File: src/rtl/lemming_tunnel_arbiter.sv
// lemming_tunnel_arbiter
// Round-robin arbiter that shares one single-lane tunnel among N_LEM walker
// FSMs. A winner holds the lane for TRANSIT cycles. The lane then stays empty
// for GAP cycles before the next grant.
// Optional feature macro: TUNNEL_SAME_DIR_CHAIN_EN. When it is defined, a
// winner walking in the same direction as the lemming that just crossed
// follows it through the lane without the GAP.
module lemming_tunnel_arbiter #(
  parameter int N_LEM   = 4,
  parameter int TRANSIT = 8,
  parameter int GAP     = 2
) (
  input  logic             clk,
  input  logic             rst_n,
  input  logic [N_LEM-1:0] req,
  input  logic [N_LEM-1:0] dir,
  output logic [N_LEM-1:0] grant,
  output logic             busy,
  output logic             cur_dir,
  output logic             lane_walk_left,
  output logic             lane_walk_right,
  output logic             transit_done
);

  localparam int PW   = $clog2(N_LEM);
  localparam int MAXC = (TRANSIT > GAP) ? TRANSIT : GAP;
  localparam int CW   = $clog2(MAXC + 1);

  localparam logic [CW-1:0] TRANSIT_LOAD = CW'(TRANSIT - 1);
  // GAP=0 never enters the GAP state, so the load value is then irrelevant.
  localparam logic [CW-1:0] GAP_LOAD     = (GAP > 0) ? CW'(GAP - 1) : '0;

  typedef enum logic [1:0] {
    ST_IDLE = 2'd0,
    ST_PASS = 2'd1,
    ST_GAP  = 2'd2
  } state_t;

  state_t           state_r, state_s;
  logic [CW-1:0]    cnt_r, cnt_s;
  logic [PW-1:0]    ptr_r, ptr_s;
  logic [N_LEM-1:0] grant_r, grant_s;
  logic             cur_dir_r, cur_dir_s;

  logic             win_found_s;
  logic [PW-1:0]    win_idx_s;
  logic             chain_s;
  logic             launch_s;

  // Round-robin search: first asserted req at or above ptr, wrapping around.
  always_comb begin
    logic [PW-1:0] idx_v;
    win_found_s = 1'b0;
    win_idx_s   = '0;
    idx_v       = '0;
    for (int k = 0; k < N_LEM; k++) begin
      idx_v = PW'((int'(ptr_r) + k) % N_LEM);
      if (!win_found_s && req[idx_v]) begin
        win_found_s = 1'b1;
        win_idx_s   = idx_v;
      end else begin
        win_found_s = win_found_s;
      end
    end
  end

  // Decide whether the next winner may follow the previous crossing without a gap.
  always_comb begin
`ifdef TUNNEL_SAME_DIR_CHAIN_EN
    chain_s = win_found_s && (dir[win_idx_s] == cur_dir_r);
`else
    chain_s = 1'b0;
`endif
  end

  // State register: holds FSM state, counter, pointer, grant and the latched direction.
  always_ff @(posedge clk or negedge rst_n) begin
    if (!rst_n) begin
      state_r   <= ST_IDLE;
      cnt_r     <= '0;
      ptr_r     <= '0;
      grant_r   <= '0;
      cur_dir_r <= 1'b0;
    end else begin
      state_r   <= state_s;
      cnt_r     <= cnt_s;
      ptr_r     <= ptr_s;
      grant_r   <= grant_s;
      cur_dir_r <= cur_dir_s;
    end
  end

  // Next-state logic: sequences IDLE -> PASS -> GAP and launches new crossings.
  always_comb begin
    state_s   = state_r;
    cnt_s     = cnt_r;
    ptr_s     = ptr_r;
    grant_s   = grant_r;
    cur_dir_s = cur_dir_r;
    launch_s  = 1'b0;

    case (state_r)
      ST_IDLE: begin
        if (win_found_s) begin
          launch_s = 1'b1;
        end else begin
          grant_s = '0;
        end
      end
      ST_PASS: begin
        if (cnt_r != '0) begin
          cnt_s = cnt_r - CW'(1);
        end else if ((GAP == 0) || chain_s) begin
          if (win_found_s) begin
            launch_s = 1'b1;
          end else begin
            state_s = ST_IDLE;
            grant_s = '0;
          end
        end else begin
          state_s = ST_GAP;
          cnt_s   = GAP_LOAD;
          grant_s = '0;
        end
      end
      ST_GAP: begin
        if (cnt_r != '0) begin
          cnt_s = cnt_r - CW'(1);
        end else if (win_found_s) begin
          launch_s = 1'b1;
        end else begin
          state_s = ST_IDLE;
        end
      end
      default: begin
        state_s = ST_IDLE;
        cnt_s   = '0;
        grant_s = '0;
      end
    endcase

    // Launch a crossing: direction is captured once and frozen for the transit.
    if (launch_s) begin
      state_s   = ST_PASS;
      cnt_s     = TRANSIT_LOAD;
      grant_s   = N_LEM'(1) << win_idx_s;
      ptr_s     = PW'((int'(win_idx_s) + 1) % N_LEM);
      cur_dir_s = dir[win_idx_s];
    end else begin
      launch_s  = 1'b0;
    end
  end

  // Output logic: all outputs derive only from registered state.
  always_comb begin
    grant           = grant_r;
    cur_dir         = cur_dir_r;
    busy            = |grant_r;
    lane_walk_left  = (|grant_r) & ~cur_dir_r;
    lane_walk_right = (|grant_r) &  cur_dir_r;
    transit_done    = (state_r == ST_PASS) && (cnt_r == '0);
  end

endmodule
File: config.mk
export PLATFORM = sky130hd
export DESIGN_NAME = lemming_tunnel_arbiter
export DESIGN_NICKNAME = d
export VERILOG_FILES = /design/src/rtl/lemming_tunnel_arbiter.sv
export SDC_FILE = /design/constraint.sdc
export NUM_CORES = 1
export LEC_CHECK = 0
export CORE_ASPECT_RATIO = 1.1
export CORE_UTILIZATION = 54
export DETAILED_ROUTE_END_ITERATION = 8
export GPL_ROUTABILITY_DRIVEN = 0
export GPL_TIMING_DRIVEN = 0
export PLACE_DENSITY = 0.91
export SYNTH_ARGS = -nofsm -noshare
export SYNTH_HDL_FRONTEND = slang
export SYNTH_SLANG_ARGS = --single-unit
File: constraint.sdc
create_clock -name clk -period 3.5 [get_ports clk]
set_input_delay 0.7 -clock clk [delete_from_list [all_inputs] [get_ports clk]]
set_output_delay 0.7 -clock clk [all_outputs]
set_load 0.02 [all_outputs]
# Yosys cells after proc, flatten, opt, wreduce, memory -nomap -nowiden
# Index checks and enable logic that the tools add are counted.
[classes]
n_bitwise = 3
n_mux = 34
div = 0
eq_ne = 9
n_addsub = 5
shift = 1
reduce_logical = 14
n_mul = 0
n_lt_le_gt_ge = 5
[ops]
columns = ["op", "n"]
rows = [
  ["$mux W4", 6],
  ["$pmux W4 S3", 2],
  ["$mux W2", 8],
  ["$lt A2 B3 Y1 const B", 5],
  ["$ne A3 B3 Y1 const B", 5],
  ["$mux W1", 11],
  ["$bmux W1 S2", 5],
  ["$pmux W2 S3", 1],
  ["$add A2 B1 Y2 const B", 2],
  ["$add A2 B2 Y2 const B", 2],
  ["$logic_and A1 B1 Y1", 4],
  ["$logic_not A4 Y1", 1],
  ["$ne A2 B2 Y1 const B", 2],
  ["$reduce_and A4 Y1", 1],
  ["$reduce_bool A4 Y1", 1],
  ["$reduce_or A4 Y1", 1],
  ["$shl A1 B2 Y4 const A", 1],
  ["$sub A4 B1 Y4 const B", 1],
  ["$logic_not A1 Y1", 3],
  ["$reduce_and A3 Y1", 1],
  ["$and A1 B1 Y1", 2],
  ["$eq A2 B1 Y1 const B", 1],
  ["$eq A2 B2 Y1 const B", 1],
  ["$logic_not A2 Y1", 1],
  ["3 further kinds", 3],
]
[totals]
ramBits = 0
rom_bits = 0
out_inout_bits = 9
inputBits = 10
latch_bits = 0
memories = 0
register_bits = 13
word_cells = 76

# Longest topological paths before layout
[depth]
word_depth = 17
ltp_mapped = 8
ltp_nobuf = 7

# Least setup slack after synthesis
# No wires, ideal clock.
[synth_path]
kind = "reg2out"
start = "reg cnt_r[0]"
end = "out transit_done"
arrival_ps = 1296
n_path_buf = 0
setup_slack_ps = 1504
required_time_ps = 2800
stages_incl_launch_ff = 5
path_cell_list = "dfrtp_1 -> inv_1 -> ha_1 -> nor3b_1 -> and2_1"
[synth_via]
elab_chain_cells = 2
[synth_lines]
columns = ["element", "line", "source"]
rows = [
  ["start: declaration", "40", "logic [CW-1:0] cnt_r, cnt_s;"],
  ["start signal: assignment", "86", "cnt_r <= cnt_s;"],
  ["$logic_not A4 Y1", "161", "transit_done = (state_r == ST_PASS) && (cnt_r == '0);"],
  ["$logic_and A1 B1 Y1", "161", ""],
  ["end: declaration", "22", "output logic transit_done"],
]
# No other way between the ends.

# Worst setup path in the final report
# Same ends and word-level chain as after synthesis.

==> summary.md <==
| Metric | Value |
|---|---|
| Status | `completed` |
| XOR/XNOR share of the synthesized area | `0%` |
| Post-CTS sizing | `0` |
| Die height | `approximately 46 um` |
| Slowest stage cell, crit path | `clkdlybuf4s50_1` |
| Root Buffer | `clkbuf_4` |
| TritonRoute pass-1 iters | `4` |
| Synth Area in Adders | `11.7%` |
| First-iteration detailed-routing DRC count | `24` |
| Largest net degree at the start of global routing | `14` |
| RSZ-0062 raised after global routing | `false` |
| #FFs+latches synth | `13` |
| Seq/Total Area, Yosys | `approximately 34%` |
| Final Cycle Share | `just under 90%` |
| IO Pins | `19` |
| Antenna Nets Post-Route | `0` |
| Post-Syn Nets | `around 130` |
| Post-CTS Hold Buffers | `0` |
| Clock sink count | `13` |
| Share of cells above drive strength 1 | `10.0%` |
| WL final | `about 2.2 mm` |
| Slew @ Worst Pin | `586 ps` |
| CP Depth | `5` |
| Cell count after synthesis | `between 100 and 150` |
| Die Width | `about 42 um` |
| WP buf/inv | `2` |
| CTS tree | `built` |
| Post-Synthesis Cell Area | `965 sq um` |
| Hold Crit Class | `register to register` |
| Grt ovf | `0` |
| Die area | `1960 sq um` |
| Design Power | `1.09 mW` |
| Register clock-pin slew on the reported worst setup and hold paths | `about 90 ps` |
| Pwr dens | `just over 900 nW/um^2` |
| P_leak | `0.527 nW` |
| Total track usage | `about a quarter` |
| Maximum vdd drop | `between 0.0006 and 0.0007 V` |
| Cell family with most CP delay | `simple AND/OR/NAND/NOR gates` |
| Initial antenna violation count | `0` |
| Slew HR | `between 60% and 70%` |
| Setup TNS | `0 ps` |
| Setup crit start kind | `register` |
| Routed vias | `approximately 900` |
| Hold depth | `1` |
| Port Buffers | `18` |
| Drt via density | `a little over 6` |
| Post-synthesis compound-gate area fraction | `a little under a quarter` |
| Initial Util | `about 60%` |
| Worst skew pair latency | `roughly 280 ps` |
| WP data required | `roughly 2800 ps` |
| Drt wl/cell | `14.6 um` |
| Multiplexer share of the synthesized area | `under 10%` |
| Pins over their slew limit | `0` |
| Site Rows | `15` |
| Main combinational cell family by area after synthesis | `simple AND/OR/NAND/NOR gates` |
| DRC Markers | `0` |
| Max-cap viol count | `0` |
| Clock buffer depth | `2` |
| Worst r2r path cells | `7` |
| YS warnings | `0` |
| Vias in the first global route | `~810` |
| Global-route wire length before repair | `approximately 3.5 mm` |
| CP Max Fanout | `5` |
| Fmax | `about 330 MHz` |
| Core area | `roughly 1600 sq um` |
| # diodes | `0` |
| Final setup fails | `0` |
| Slowest stage delay, CP | `610 ps` |
| Multi-input logic area | `578 sq um` |
| CTS buffer count | `3` |
| Chain of cells forming the critical path | `inv_1 > ha_1 > nor3b_1 > and2_1 > clkdlybuf4s50_1` |
| Endpoints failing hold | `0` |
| Arr. time, crit path | `2330 ps` |
| Post-CTS Setup Bufs | `0` |
| CTS HTree Levels | `1` |
| Fillers | `130` |
| Fin crit period | `3030 ps` |
| Setup Skew | `4.45 ps` |
| Worst setup EP type | `primary output` |
| Layout Area Growth over Synthesis | `23.6%` |
| Detail Placement HPWL | `1.62 mm` |
| Critical path class | `register to primary output` |
| Netlist cell types | `40` |
| Reg area | `roughly 330 sq um` |
| Simple-gate area share of the yosys netlist | `23.2%` |
| Fin nets | `150` |
| Mean area per synthesized cell | `between 8 and 9 sq um` |
[layer usage]
| layer | global-route usage [%] | routed length (um) | vias to the layer above | share of wire [%] |
|---|---|---|---|---|
| met5 | 0 | 0 | - | 0 |
| met4 | 18.8 | 93 | 0 | 4.3 |
| met3 | 3.53 | 90 | 8 | 4.2 |
| met2 | 39.1 | 1050 | 36 | 49 |
| met1 | 29.6 | 922 | 408 | 43 |
| li1 | - | - | 437 | - |
[worst paths after layout]
check                      slack (ps)           end      from
min in group asynchronous         780      cnt_r[2]     rst_n
max in group asynchronous        2330      grant[2]     rst_n
hold reg to reg                   540      grant[0]  grant[0]
setup / recovery                  470  transit_done  cnt_r[0]
setup reg to reg                 1610      cnt_r[3]  cnt_r[0]
hold / removal                    540      grant[0]  grant[0]
[cell usage after synthesis, drive strengths merged]
| cell | number | area [sq um] |
|---|---|---|
| a21o | 1 | 7.51 |
| a21oi | 5 | 25.0 |
| a221o | 1 | 10.0 |
| a22o | 4 | 35.0 |
| a311oi | 1 | 8.76 |
| a31o | 1 | 8.76 |
| a31oi | 2 | 12.5 |
| and2 | 2 | 12.5 |
| and4bb | 1 | 12.5 |
| buf | 3 | 20.0 |
| dfrtp | 13 | 325 |
| ha | 9 | 113 |
| inv | 11 | 41.3 |
| mux2 | 1 | 11.3 |
| mux2i | 1 | 10.0 |
| nand2 | 5 | 18.8 |
| nand2b | 3 | 18.8 |
| nand3 | 2 | 10.0 |
| nand3b | 2 | 15.0 |
| nand4b | 1 | 8.76 |
| nor2 | 11 | 41.3 |
| nor2b | 2 | 12.5 |
| nor3b | 2 | 15.0 |
| nor4 | 2 | 18.8 |
| o211ai | 2 | 15.0 |
| o21a | 1 | 8.76 |
| o21ai | 8 | 40.0 |
| o221ai | 1 | 8.76 |
| o31a | 1 | 8.76 |
| o31ai | 3 | 22.5 |
| o32ai | 1 | 8.76 |
| or2 | 2 | 12.5 |
| or3b | 1 | 8.76 |
| or4 | 2 | 18.8 |
[cells in the final DEF (no fill, tap or decap), types with 3 or more instances in the layout]
master            n
o31ai_1           3
nand2b_1          3
inv_1            10
a21oi_1           5
o21ai_0           8
nand2_1           5
a22o_1            4
clkdlybuf4s50_1  18
ha_1              9
dfrtp_1          13
nor2_1           11
clkbuf_4          3
[worst reg2reg max path, cell delays in order (launching register included)]
cell and delay (ps):
dfrtp_1 420, inv_1 110, ha_1 190, or3b_1 390
a21oi_1 250, nand3b_1 180, a21oi_1 50, a31o_2 210
[layout make-up]
| cell class | count | share of cell area, % |
|---|---|---|
| multi-input cells | 81 | 48.5 |
| flip-flops and latches | 13 | 27.3 |
| repair buffers | 18 | 15.1 |
| inverters | 11 | 3.46 |
| clock buffers | 4 | 2.20 |
| well taps | 17 | 1.78 |
| plain buffers | 3 | 1.68 |
[cells by family (layout without fill, tap and decap cells)]
kind of cell / count (synthesis) / in the layout
buffers and inverters: 14 / 36
muxes: 2 / 2
and+or+nand+nor: 38 / 38
DFF: 13 / 13
adders and majority gates: 9 / 9
AOI/OAI and AO/OA: 32 / 32
[flip-flops by register name, indices dropped and copies added (netlist names)]
register	cells
cnt_r	4
grant	4
ptr_r	2
state_r	2
cur_dir	1
[through the flow]
| stage | setup slack (ps) | util, % | instance area (sq um) | hold WS [ps] | instances |
|---|---|---|---|---|---|
| 3_5_place_dp | 846 | 72.2 | 1170 | 520 | 143 |
| 3_3_place_gp | 858 | 72.2 | 1170 | 510 | 143 |
| 5_1_grt | 338 | 73.9 | 1190 | 552 | 147 |
| 6_report | 473 | 73.9 | 1190 | 537 | 147 |
| 4_1_cts | 494 | 73.9 | 1190 | 537 | 147 |
| 2_1_floorplan | 1500 | - | 965 | 404 | 108 |
[power breakdown]
group	switching [mW]	internal (mW)
Sequential	0.0716	0.218
Clock	0.0533	0.0443
Combinational	0.383	0.320
Total	0.508	0.583
Note: power is estimated with default switching activity, not from simulation.
